**config.mk**
```make
export PLATFORM = sky130hd
export DESIGN_NAME = ifetch_prefetch
export DESIGN_NICKNAME = d
export VERILOG_FILES = /design/src/rtl/ifetch_pkg.sv /design/src/rtl/ifetch_fifo.sv /design/src/rtl/ifetch_prefetch.sv
export SDC_FILE = /design/constraint.sdc
export NUM_CORES = 1
export LEC_CHECK = 0
export CAP_MARGIN = 20
export CORE_ASPECT_RATIO = 0.6
export CORE_MARGIN = 5
export CORE_UTILIZATION = 45
export CTS_CLUSTER_DIAMETER = 40
export CTS_CLUSTER_SIZE = 12
export DETAILED_ROUTE_END_ITERATION = 10
export PLACE_DENSITY = 0.67
export SLEW_MARGIN = 10
export SYNTH_ARGS = -nofsm -noshare
export SYNTH_HDL_FRONTEND = slang
export SYNTH_SLANG_ARGS = --single-unit
```
**constraint.sdc**
```tcl
create_clock -name clk -period 13.2 [get_ports clk]
set_input_delay 2.64 -clock clk [delete_from_list [all_inputs] [get_ports clk]]
set_output_delay 2.64 -clock clk [all_outputs]
set_load 0.03 [all_outputs]
```
**src/rtl/ifetch_pkg.sv**
```systemverilog
// Shared types and constants for the instruction fetch front end.
// Contents: bytes-per-word constant, fetch FSM state enum, prefetch FIFO entry.
package ifetch_pkg;

  localparam int unsigned BYTES_PER_WORD = 4;
  localparam int unsigned WORD_W         = 32;

  typedef enum logic [0:0] {
    RUN   = 1'b0,
    FAULT = 1'b1
  } fetch_state_e;

  typedef struct packed {
    logic [WORD_W-1:0] pc;
    logic [WORD_W-1:0] inst;
  } fifo_entry_t;

endpackage

```
**src/rtl/ifetch_fifo.sv**
```systemverilog
// Prefetch FIFO: DEPTH entries of {pc, inst}, synchronous push/pop/flush,
// asynchronous active-high reset. Flush wins over push and pop.
// Ports:
//   clk, rst      clock, async active-high reset
//   push, wr_entry  write wr_entry at the tail (ignored when full)
//   pop           drop the head entry (ignored when empty)
//   flush         empty the FIFO
//   count         current occupancy (0..DEPTH)
//   head          entry at the head (meaningful when count != 0)
module ifetch_fifo
  import ifetch_pkg::*;
#(
  parameter int unsigned DEPTH = 4
) (
  input  logic                       clk,
  input  logic                       rst,
  input  logic                       push,
  input  logic                       pop,
  input  logic                       flush,
  input  fifo_entry_t                wr_entry,
  output logic [$clog2(DEPTH):0]     count,
  output fifo_entry_t                head
);

  localparam int unsigned PTR_W = $clog2(DEPTH);
  localparam int unsigned CNT_W = PTR_W + 1;

  fifo_entry_t      mem_q [DEPTH];
  fifo_entry_t      mem_d [DEPTH];
  logic [PTR_W-1:0] wr_ptr_q, wr_ptr_d;
  logic [PTR_W-1:0] rd_ptr_q, rd_ptr_d;
  logic [CNT_W-1:0] count_q, count_d;
  logic             do_push, do_pop;

  // Next-state for storage, pointers and occupancy.
  always_comb begin
    mem_d    = mem_q;
    wr_ptr_d = wr_ptr_q;
    rd_ptr_d = rd_ptr_q;
    count_d  = count_q;
    do_push  = push && (count_q != CNT_W'(DEPTH));
    do_pop   = pop && (count_q != '0);
    if (flush) begin
      wr_ptr_d = '0;
      rd_ptr_d = '0;
      count_d  = '0;
    end else begin
      if (do_push) begin
        mem_d[wr_ptr_q] = wr_entry;
        wr_ptr_d        = wr_ptr_q + PTR_W'(1);
      end
      if (do_pop) begin
        rd_ptr_d = rd_ptr_q + PTR_W'(1);
      end
      case ({do_push, do_pop})
        2'b10:   count_d = count_q + CNT_W'(1);
        2'b01:   count_d = count_q - CNT_W'(1);
        default: count_d = count_q;
      endcase
    end
  end

  // State registers; storage is cleared on reset so the head reads zero.
  always_ff @(posedge clk or posedge rst) begin
    if (rst) begin
      mem_q    <= '{default: '0};
      wr_ptr_q <= '0;
      rd_ptr_q <= '0;
      count_q  <= '0;
    end else begin
      mem_q    <= mem_d;
      wr_ptr_q <= wr_ptr_d;
      rd_ptr_q <= rd_ptr_d;
      count_q  <= count_d;
    end
  end

  assign count = count_q;
  assign head  = mem_q[rd_ptr_q];

endmodule

```
**src/rtl/ifetch_prefetch.sv**
```systemverilog
// Instruction fetch front end. Reads big-endian 32-bit instructions one byte
// per cycle from a byte-wide instruction memory, assembles them, buffers
// {word, pc} in a prefetch FIFO and presents the head over valid/ready.
// Redirects flush everything and restart fetch; misaligned redirects park the
// fetcher in FAULT until an aligned redirect arrives.
// Optional build macro IFETCH_PERF_EN adds perf_words / perf_flushes counters.
// Ports:
//   clk, reset                   clock, async active-high reset
//   redirect_valid, redirect_pc  load new fetch PC and flush
//   imem_req, imem_addr          byte read strobe / byte address
//   imem_rdata                   read byte, valid the cycle after imem_req
//   inst_valid/inst_data/inst_pc FIFO head, inst_ready pops it
//   misalign_fault, fault_pc     last redirect misaligned / offending PC
//   perf_words, perf_flushes     (IFETCH_PERF_EN) push and redirect counters
module ifetch_prefetch
  import ifetch_pkg::*;
#(
  parameter int unsigned DEPTH   = 4,
  parameter int unsigned IMEM_AW = 5
) (
  input  logic               clk,
  input  logic               reset,
  input  logic               redirect_valid,
  input  logic [31:0]        redirect_pc,
  output logic               imem_req,
  output logic [IMEM_AW-1:0] imem_addr,
  input  logic [7:0]         imem_rdata,
  output logic               inst_valid,
  output logic [31:0]        inst_data,
  output logic [31:0]        inst_pc,
  input  logic               inst_ready,
  output logic               misalign_fault,
  output logic [31:0]        fault_pc
`ifdef IFETCH_PERF_EN
  ,
  output logic [31:0]        perf_words,
  output logic [15:0]        perf_flushes
`endif
);

  localparam int unsigned CNT_W     = $clog2(DEPTH) + 1;
  localparam logic [1:0]  LAST_BYTE = 2'(BYTES_PER_WORD - 1);

  fetch_state_e state_q, state_d;
  logic [31:0]  issue_pc_q, issue_pc_d;
  logic [1:0]   byte_idx_q, byte_idx_d;
  logic         pend_q, pend_d;
  logic [1:0]   pend_idx_q, pend_idx_d;
  logic [31:0]  pend_pc_q, pend_pc_d;
  // Upper three bytes of the word being assembled; byte 3 goes straight in.
  logic [23:0]  asm_q, asm_d;
  logic [31:0]  fault_pc_q, fault_pc_d;

  logic [CNT_W-1:0] fifo_count;
  fifo_entry_t      fifo_head;
  fifo_entry_t      push_entry;
  logic             fifo_push, fifo_pop, fifo_flush;
  logic             fifo_nonempty;
  logic [CNT_W:0]   occupancy;
  logic             issue;

  ifetch_fifo #(
    .DEPTH (DEPTH)
  ) u_fifo (
    .clk      (clk),
    .rst      (reset),
    .push     (fifo_push),
    .pop      (fifo_pop),
    .flush    (fifo_flush),
    .wr_entry (push_entry),
    .count    (fifo_count),
    .head     (fifo_head)
  );

  assign fifo_nonempty = (fifo_count != '0);

  // Fetch FSM next-state, issue, response capture and FIFO control.
  always_comb begin
    state_d    = state_q;
    issue_pc_d = issue_pc_q;
    byte_idx_d = byte_idx_q;
    pend_d     = 1'b0;
    pend_idx_d = pend_idx_q;
    pend_pc_d  = pend_pc_q;
    asm_d      = asm_q;
    fault_pc_d = fault_pc_q;
    fifo_push  = 1'b0;
    fifo_pop   = 1'b0;
    fifo_flush = 1'b0;
    issue      = 1'b0;
    push_entry = '{pc: pend_pc_q, inst: {asm_q, imem_rdata}};
    // A pending response at byte_idx==0 is always byte 3 of a word not yet pushed.
    occupancy  = {1'b0, fifo_count} + {{CNT_W{1'b0}}, pend_q};

    if (redirect_valid) begin
      // Redirect overrides pop, push, response capture and issue.
      fifo_flush = 1'b1;
      byte_idx_d = '0;
      asm_d      = '0;
      issue_pc_d = redirect_pc;
      if (redirect_pc[1:0] != 2'b00) begin
        state_d    = FAULT;
        fault_pc_d = redirect_pc;
      end else begin
        state_d = RUN;
      end
    end else if (state_q == RUN) begin
      fifo_pop = fifo_nonempty && inst_ready;
      if (pend_q) begin
        case (pend_idx_q)
          2'd0:    asm_d[23:16] = imem_rdata;
          2'd1:    asm_d[15:8]  = imem_rdata;
          2'd2:    asm_d[7:0]   = imem_rdata;
          default: fifo_push    = 1'b1;
        endcase
      end
      // A new word starts only when it is guaranteed a free FIFO slot.
      issue = !reset &&
              ((byte_idx_q != '0) || (occupancy < (CNT_W+1)'(DEPTH)));
      if (issue) begin
        pend_d     = 1'b1;
        pend_idx_d = byte_idx_q;
        pend_pc_d  = issue_pc_q;
        byte_idx_d = byte_idx_q + 2'd1;
        if (byte_idx_q == LAST_BYTE) begin
          issue_pc_d = issue_pc_q + 32'(BYTES_PER_WORD);
        end
      end
    end
  end

  always_ff @(posedge clk or posedge reset) begin
    if (reset) begin
      state_q    <= RUN;
      issue_pc_q <= '0;
      byte_idx_q <= '0;
      pend_q     <= 1'b0;
      pend_idx_q <= '0;
      pend_pc_q  <= '0;
      asm_q      <= '0;
      fault_pc_q <= '0;
    end else begin
      state_q    <= state_d;
      issue_pc_q <= issue_pc_d;
      byte_idx_q <= byte_idx_d;
      pend_q     <= pend_d;
      pend_idx_q <= pend_idx_d;
      pend_pc_q  <= pend_pc_d;
      asm_q      <= asm_d;
      fault_pc_q <= fault_pc_d;
    end
  end

  assign imem_req       = issue;
  assign imem_addr      = issue_pc_q[IMEM_AW-1:0] + IMEM_AW'(byte_idx_q);
  assign inst_valid     = fifo_nonempty;
  assign inst_data      = fifo_head.inst;
  assign inst_pc        = fifo_head.pc;
  assign misalign_fault = (state_q == FAULT);
  assign fault_pc       = fault_pc_q;

`ifdef IFETCH_PERF_EN
  logic [31:0] perf_words_q, perf_words_d;
  logic [15:0] perf_flushes_q, perf_flushes_d;

  // Free-running wrap-around event counters.
  always_comb begin
    perf_words_d   = perf_words_q + 32'(fifo_push);
    perf_flushes_d = perf_flushes_q + 16'(redirect_valid);
  end

  always_ff @(posedge clk or posedge reset) begin
    if (reset) begin
      perf_words_q   <= '0;
      perf_flushes_q <= '0;
    end else begin
      perf_words_q   <= perf_words_d;
      perf_flushes_q <= perf_flushes_d;
    end
  end

  assign perf_words   = perf_words_q;
  assign perf_flushes = perf_flushes_q;
`endif

endmodule

```
* Word-level counts from Yosys, hierarchy flattened *
Index checks and enable logic that the tools add are counted.

operators by class
  add/sub/neg operators = 8
  magnitude comparators = 4
  muxes and demuxes = 38
  reduce and logical (&&, ||, !) cells = 29
  equal/unequal tests = 7
  bitwise logic cells = 5

operators by type and width
  kind                                                                          count
  256-bit bitwise mux                                                           1
  64-bit two-way mux                                                            3
  64-bit binary-select mux with 2-bit select                                    1
  64-bit demux with 2-bit select                                                1
  32-bit two-way mux                                                            4
  24-bit two-way mux                                                            3
  32-bit by 3-bit adder with 32-bit output, second input constant               1
  8-bit two-way mux                                                             3
  2-bit nonzero test                                                            10
  3-bit AND reduction                                                           5
  2-bit two-way mux                                                             7
  1-bit two-way mux                                                             13
  2-bit by 1-bit adder with 2-bit output, second input constant                 3
  2-bit == test, second input constant                                          3
  3-bit >= comparator, second input constant                                    2
  2-bit NOT with 3-bit output                                                   2
  3-bit one-hot mux with 2 select lines                                         1
  2-bit AND reduction                                                           3
  3-bit nonzero test                                                            2
  5-bit by 2-bit adder with 5-bit output                                        1
  1-bit logical AND                                                             5
  3-bit by 1-bit adder with 4-bit output                                        1
  2-bit by 1-bit == test with 1-bit output, second input constant               2
  4-bit by 3-bit less-than comparator with 1-bit output, second input constant  1
  11 further kinds                                                              13

word-level totals
  output and inout port bits = 104
  register bits after elaboration = 389
  word-level logic and storage cells = 112

* Longest topological paths before layout *
Gate-level depths: netlist (run 1).

  word-level depth = 10
  mapped depth = 10
  gate-level depth less buffers = 9

* Hierarchy *
From an unflattened synthesis (run 1), not the netlist that was laid out.

unflattened totals
  cell total of the unflattened synthesis = 1,146
  area total of the unflattened synthesis = 17,384.2 sq um

by module, submodules not included
  module           cells an instance  area each (sq um)  instances  seq. area each (sq um)
  ifetch_fifo      682                11,850.1           1          6,581.3
  ifetch_prefetch  464                5,534.1            1          3,153.0

* Least setup slack after synthesis (run 1) *
No wires, ideal clock.

  path type = input -> output
  start = in redirect_valid
  end = out imem_req
  stages = 3
  path slack = 6,997 ps
  required time = 10,560 ps
  arrival time = 3,563 ps
  buffers on the path = 2
  cell sequence = clkbuf_1 nor3_2 buf_2

between the ends
  longest elaborated chain between the ends = 1

RTL lines
  what               RTL line               text
  from (decl)        ifetch_prefetch.sv:23  input logic redirect_valid,
  1-bit two-way mux  ifetch_prefetch.sv:95  if (redirect_valid) begin
  to (decl)          ifetch_prefetch.sv:25  output logic imem_req,

Every way passes these cells.

* Worst setup path in the final report (run 1) *
  start = in reset
  end = out imem_req

between the ends
  longest elaborated chain between the ends = 4

RTL lines
  what                       RTL line                text
  from (decl)                ifetch_prefetch.sv:22   input logic reset,
  1-bit zero test (no line)  -
  1-bit logical AND          ifetch_prefetch.sv:118  issue = !reset &&
  1-bit two-way mux          ifetch_prefetch.sv:107  end else if (state_q == RUN) begin
  1-bit two-way mux          ifetch_prefetch.sv:95

Every way passes these cells.

==> results of run 1 <==
[power groups by stage]
stage                     logic [mW]  registers (mW)  clock network (mW)
final                          0.209            1.33                1.19
after global routing           0.228            1.34                1.28
after CTS                      0.211            1.33                1.22
after detailed placement       0.210            1.35                   0
after global placement         0.206            1.35                   0
after floorplan                0.110            1.33                   0
[worst max-delay path, stage by stage]
cell,delay [ps]
clkdlybuf4s50_1,490
a21o_1,230
nor3_4,110
buf_4,440
clkdlybuf4s50_1,820
[synthesized netlist by cell type, types with 5 or more instances]
cell type	number	area, um^2
clkbuf_1	26	97.6
inv_1	15	56.3
o21ai_0	26	130
buf_1	8	30.0
xnor2_1	18	158
nor4_1	7	43.8
nor2_1	36	135
buf_2	34	170
o311ai_0	6	52.6
nand4_1	9	56.3
nand2_1	81	304
nand2b_1	6	37.5
xor2_1	5	43.8
mux2i_1	12	120
dfrtp_1	389	9730
ha_1	9	113
a21oi_1	24	120
mux2_2	322	3630
mux4_2	64	1440
nand3_1	13	65.1
and3_1	9	56.3
nor3_1	5	25.0
[metal layers]
metal	vias up	routed length (um)	global-route usage, %
met5	-	0	0
met4	0	717	4.32
met3	60	2230	4.10
met2	245	17100	27.9
met1	5364	20200	31.1
li1	4568	-	-
[flip-flops by register name (all words and copies together), names as in the netlist]
name / cells
u_fifo.rd_ptr_q: 2
byte_idx_q: 2
asm_q: 24
issue_pc_q: 32
fault_pc: 32
pend_idx_q: 2
u_fifo.wr_ptr_q: 2
u_fifo.count: 3
u_fifo.mem_q: 256
pend_q: 1
pend_pc_q: 32
misalign_fault: 1
[cell type report]
type	count	area (um^2)	share of cell area (%)
inverter	15	60.1	0.293
sequential	389	9740	47.6
tap	513	642	3.14
clock buffer	57	1220	5.96
timing repair buffer	164	1640	8.03
clock inverter	16	186	0.911
multi-input combinational	700	6970	34.1
[logic make-up (layout without fill, tap and decap cells)]
logic type | after synthesis | after routing
mux | 398 | 398
flops | 389 | 389
simple gates | 189 | 189
buf+inv | 83 | 252
compound gates | 79 | 79
xor+xnor | 23 | 23
fa+ha+maj | 11 | 11
[final timing paths]
| path | start | to | slack (ps) | depth (start not counted) |
|---|---|---|---|---|
| worst min-delay path | fault_pc[0] | fault_pc[0] | 480 | 2 |
| worst max-delay path | reset | imem_req | 5820 | 5 |
| min in group asynchronous | reset | pend_q | 2560 | 2 |
| worst min register to register | fault_pc[0] | fault_pc[0] | 480 | 2 |
| max in group asynchronous | reset | u_fifo.mem_q[248] | 9370 | 3 |
| worst max register to register | pend_idx_q[0] | u_fifo.mem_q[16] | 10030 | 5 |
==> flow_summary.ini, run 1 <==
[run_status]
status = finished, final reports clean

[global_routing]
antenna_found_initial = 0
grt_pass1_wl_mm = 65.0
grt_max_degree = 129
grt.total_usage_pct = 19.6
gr-total-overflow = 0
grt_pass1_vias = 10900

[floorplanning]
fp.dieArea_um2 = 42000
die_w_um = 261
die_height_um = 161
rows = 55
start_util_pct = 45.4
boundaryPins = 148
fp.coreArea_um2 = 37500

[synth]
yosysUniqueCellTypes = 55
netlist_area_um2 = 17000
synthesis.nets = 1227
yosys_warnings = 0
synth-simple-area-share_pct = 5.35
ys_ff_latch = 389
yosysSeqAreaShare_pct = 57.1
postSynthAreaPerCell_um2 = 14.5
synth_mux_area_share_pct = 30.4
synth_edf_count = 0
synthArstFlopShare_pct = 100
ys.flop_type = dfrtp_1
synth_cells = 1172
synth_compound_area_share_pct = 2.91
synth_xor_area_share_pct = 1.18
synth_top_family_by_area = multiplexers
synth_fa_ha_area_share_pct = 0.896

[critical_path]
crit_type = in2out
crit_arrival_ps = 4740
cp.required_ps = 10560
cp-start-kind = primary input
critPathCaptureType = output port
crit_fanout = 36

[placed_design]
placed_cell_area_um2 = 19000
gp_congestion = 0.813
port_buffers = 147
pre_cts_slack_ps = 5810
place_inst = 1778
hpwl_mm = 26.1

[layout]
final_area_um2 = 20500
layout.nets = 1369
final_cell_mix = dfrtp_1, mux2_2, clkdlybuf4s50_1, nand2_1, mux4_2
n_antenna_cell = 0
area_delta_synth_final_pct = 20.1
drive_above_1_share_pct = 36.4
final_core_util_pct = 54.6
fillCellCount = 3087
layout.cells.non_filler = 1854
final_common_cell = dfrtp_1

[sta]
fin_skew_ps = 13.5
tns_ps = 0
rsz0062_at_grt = false
min_period_ps = 7380
setup_viol = 0
tightestPinTransition_ps = 1080
whs_ps = 482
fmax_mhz = 135
hold_viol = 0
relSlewSlack_pct = 27.9
fin_crit_sh_pct = 55.9
setup_ws_ps = 5820
drv_slew = 0

[clock_network]
root_buffer = clkbuf_16
ctsHoldBuffers = 0
cts_resized = 0
clock-sinks = 389
h-tree-depth = 2
clock_latency_ps = 550
cts_tree = yes
cts_setup_buffers = 0
clockBufferDepth = 3
cts-buffers-inserted = 44
path_clk_slew_ps = 60

[route]
wl_mm = 40.2
dr.pass1.iters = 5
drc = 0
drtAntennaViolNets = 0
first_iter_violations = 782
vias_per_cell = 5.52
vias = 10200
wire_per_inst_um = 21.7

[power]
power_frac_comb_pct = 7.6
p_leak_nw = 9.17
seqPwrFrac_pct = 48.8
p_sw_uw = 676
p_total_mw = 2.73
internal-power_mw = 2.05
ir_drop_uv = 86.2
p_clk_share_pct = 43.5
power_density_nw_per_um2 = 133
p_sw_share_pct = 24.8

[worst_hold_path]
hp-class = reg2reg

[flow_run]
drv_cap = 0
Power figures use the tool's default switching activity.
==> inputs of run 2 (changes only) <==
PLACE_DENSITY = unset   (was 0.67)
clock period = 6.9 ns   (was 13.2 ns; I/O delays follow)
==> run 2 against run 1 <==
Net effect: hold slack improved by 5.1 ps; register-to-register slack got worse by 6400 ps; via count increased by 0.28%; worst setup slack got worse by 3700 ps; sequential power increased by 92%; flip-flop and latch count unchanged; non-clock buffer count increased by 3; combinational power increased by 92%; power increased by 90%; critical path depth unchanged; clock power increased by 88%; first-iteration DRC count decreased by 18%; critical path type unchanged.
==> flow_summary.ini, run 2 (synthesized netlist as in run 1, its figures left out) <==
[route]
vias_per_cell = 5.53
wl_mm = 40.8
wire_per_inst_um = 22.0
first_iter_violations = 641
dr.pass1.iters = 5
drc = 0
drtAntennaViolNets = 0
vias = 10300

[sta]
fin_crit_sh_pct = 69.6
fin_skew_ps = 10.1
fmax_mhz = 208
relSlewSlack_pct = 24.7
rsz0062_at_grt = false
setup_viol = 0
drv_slew = 0
hold_viol = 0
whs_ps = 487
min_period_ps = 4800
tightestPinTransition_ps = 1120
tns_ps = 0

[layout]
final_area_um2 = 20400
regMostFlops = u_fifo.mem_q
largest_reg_flops = 256
final_common_cell = dfrtp_1
layout.nets = 1372
drive_above_1_share_pct = 36.1
final_cell_mix = dfrtp_1, mux2_2, clkdlybuf4s50_1, nand2_1, mux4_2
area_delta_synth_final_pct = 19.8

[clock_network]
clockBufferDepth = 3
path_clk_slew_ps = 60
root_buffer = clkbuf_16
clock-sinks = 389
h-tree-depth = 2
ctsHoldBuffers = 0
clock_latency_ps = 530
cts-buffers-inserted = 44
cts_setup_buffers = 0
cts_tree = yes
cts_resized = 0

[critical_path]
critPathMostFrequentCell = clkdlybuf4s50_1
crit_slowest_cell = clkdlybuf4s50_1
crit_type = in2out
cp-start-kind = primary input
slowest_delay_ps = 790
rrSetupSlack_ps = 3640
cp.required_ps = 5520
crit_fanout = 36
crit_chain = clkdlybuf4s50_1 > a21o_1 > nor3_4 > buf_4 > clkdlybuf4s50_1
critPathCaptureType = output port
reg2reg_depth = 5
crit_arrival_ps = 3420

[global_routing]
gr-total-overflow = 0
grt.total_usage_pct = 19.9
grt_pass1_vias = 10800
grt_max_degree = 151
antenna_found_initial = 1
grt_pass1_wl_mm = 65.4

[placed_design]
port_buffers = 147
hpwl_mm = 26.6
gp_congestion = 0.852
placed_cell_area_um2 = 19000

[power]
power_density_nw_per_um2 = 254
p_leak_nw = 9.14
ir_drop_uv = 148

[floorplanning]
die_height_um = 161
fp.coreArea_um2 = 37500
rows = 55
boundaryPins = 148
fp.dieArea_um2 = 42000
die_w_um = 261
start_util_pct = 45.4

[worst_hold_path]
hp-class = reg2reg
whs_path_depth = 2

[run_status]
status = finished, final reports clean

[flow_run]
drv_cap = 0
run 2: cell types whose count changed in the layout (fill, tap and decap cells not counted), sizes merged:
cell	change
inv	+2
buf	+3
diode	+1
clkinv	-5
clkbuf	+1
run 2: where the power goes:
part	total (mW)	switching (mW)	internal, mW	leakage (nW)
sequential	2.55	0.161	2.38	5.24
clock	2.24	0.914	1.33	0.660
combinational	0.401	0.217	0.184	3.25
run 2: area by class of cell:
cell class | instances | area (um^2)
repair buffers | 167 | 1640
clock buffers | 58 | 1190
diodes | 1 | 2.50
well taps | 513 | 642
fillers | 3095 | 17100
inverters | 15 | 60.1
multi-input cells | 700 | 6960
clock inverters | 13 | 163
flip-flops and latches | 389 | 9740
run 2: final timing paths:
check | start | end
min | fault_pc[1] | fault_pc[1]
max reg2reg | pend_idx_q[0] | u_fifo.mem_q[35]
min reg2reg | fault_pc[1] | fault_pc[1]
min in group asynchronous | reset | issue_pc_q[13]
max | reset | imem_req
max in group asynchronous | reset | u_fifo.mem_q[147]
run 2: critical path, delay by kind of cell:
| family | cells | cell delay (ps) |
|---|---|---|
| AOI/OAI and AO/OA | 1 | 230 |
| buffers and inverters | 3 | 1710 |
| and+or+nand+nor | 1 | 100 |
run 2: layer usage:
layer	share of wire [%]	up-vias	wire, um	global-route usage [%]
met5	0.034	-	14	0
li1	-	4569	-	-
met1	52	5416	21000	32.3
met4	1.9	2	794	4.20
met3	5.4	56	2220	4.43
met2	41	223	16700	27.3
run 2: per-stage QoR:
step | std cells | total power, mW | utilization [%] | worst slack (ps)
4_1_cts | 1855 | 5.27 | 54.4 | 2080
6_report | 1856 | 5.19 | 54.4 | 2100
5_1_grt | 1855 | 5.42 | 54.4 | 2030
2_1_floorplan | 1172 | 2.76 | - | 288
3_3_place_gp | 1784 | 2.98 | 50.8 | 2110
3_5_place_dp | 1784 | 2.99 | 50.8 | 2100
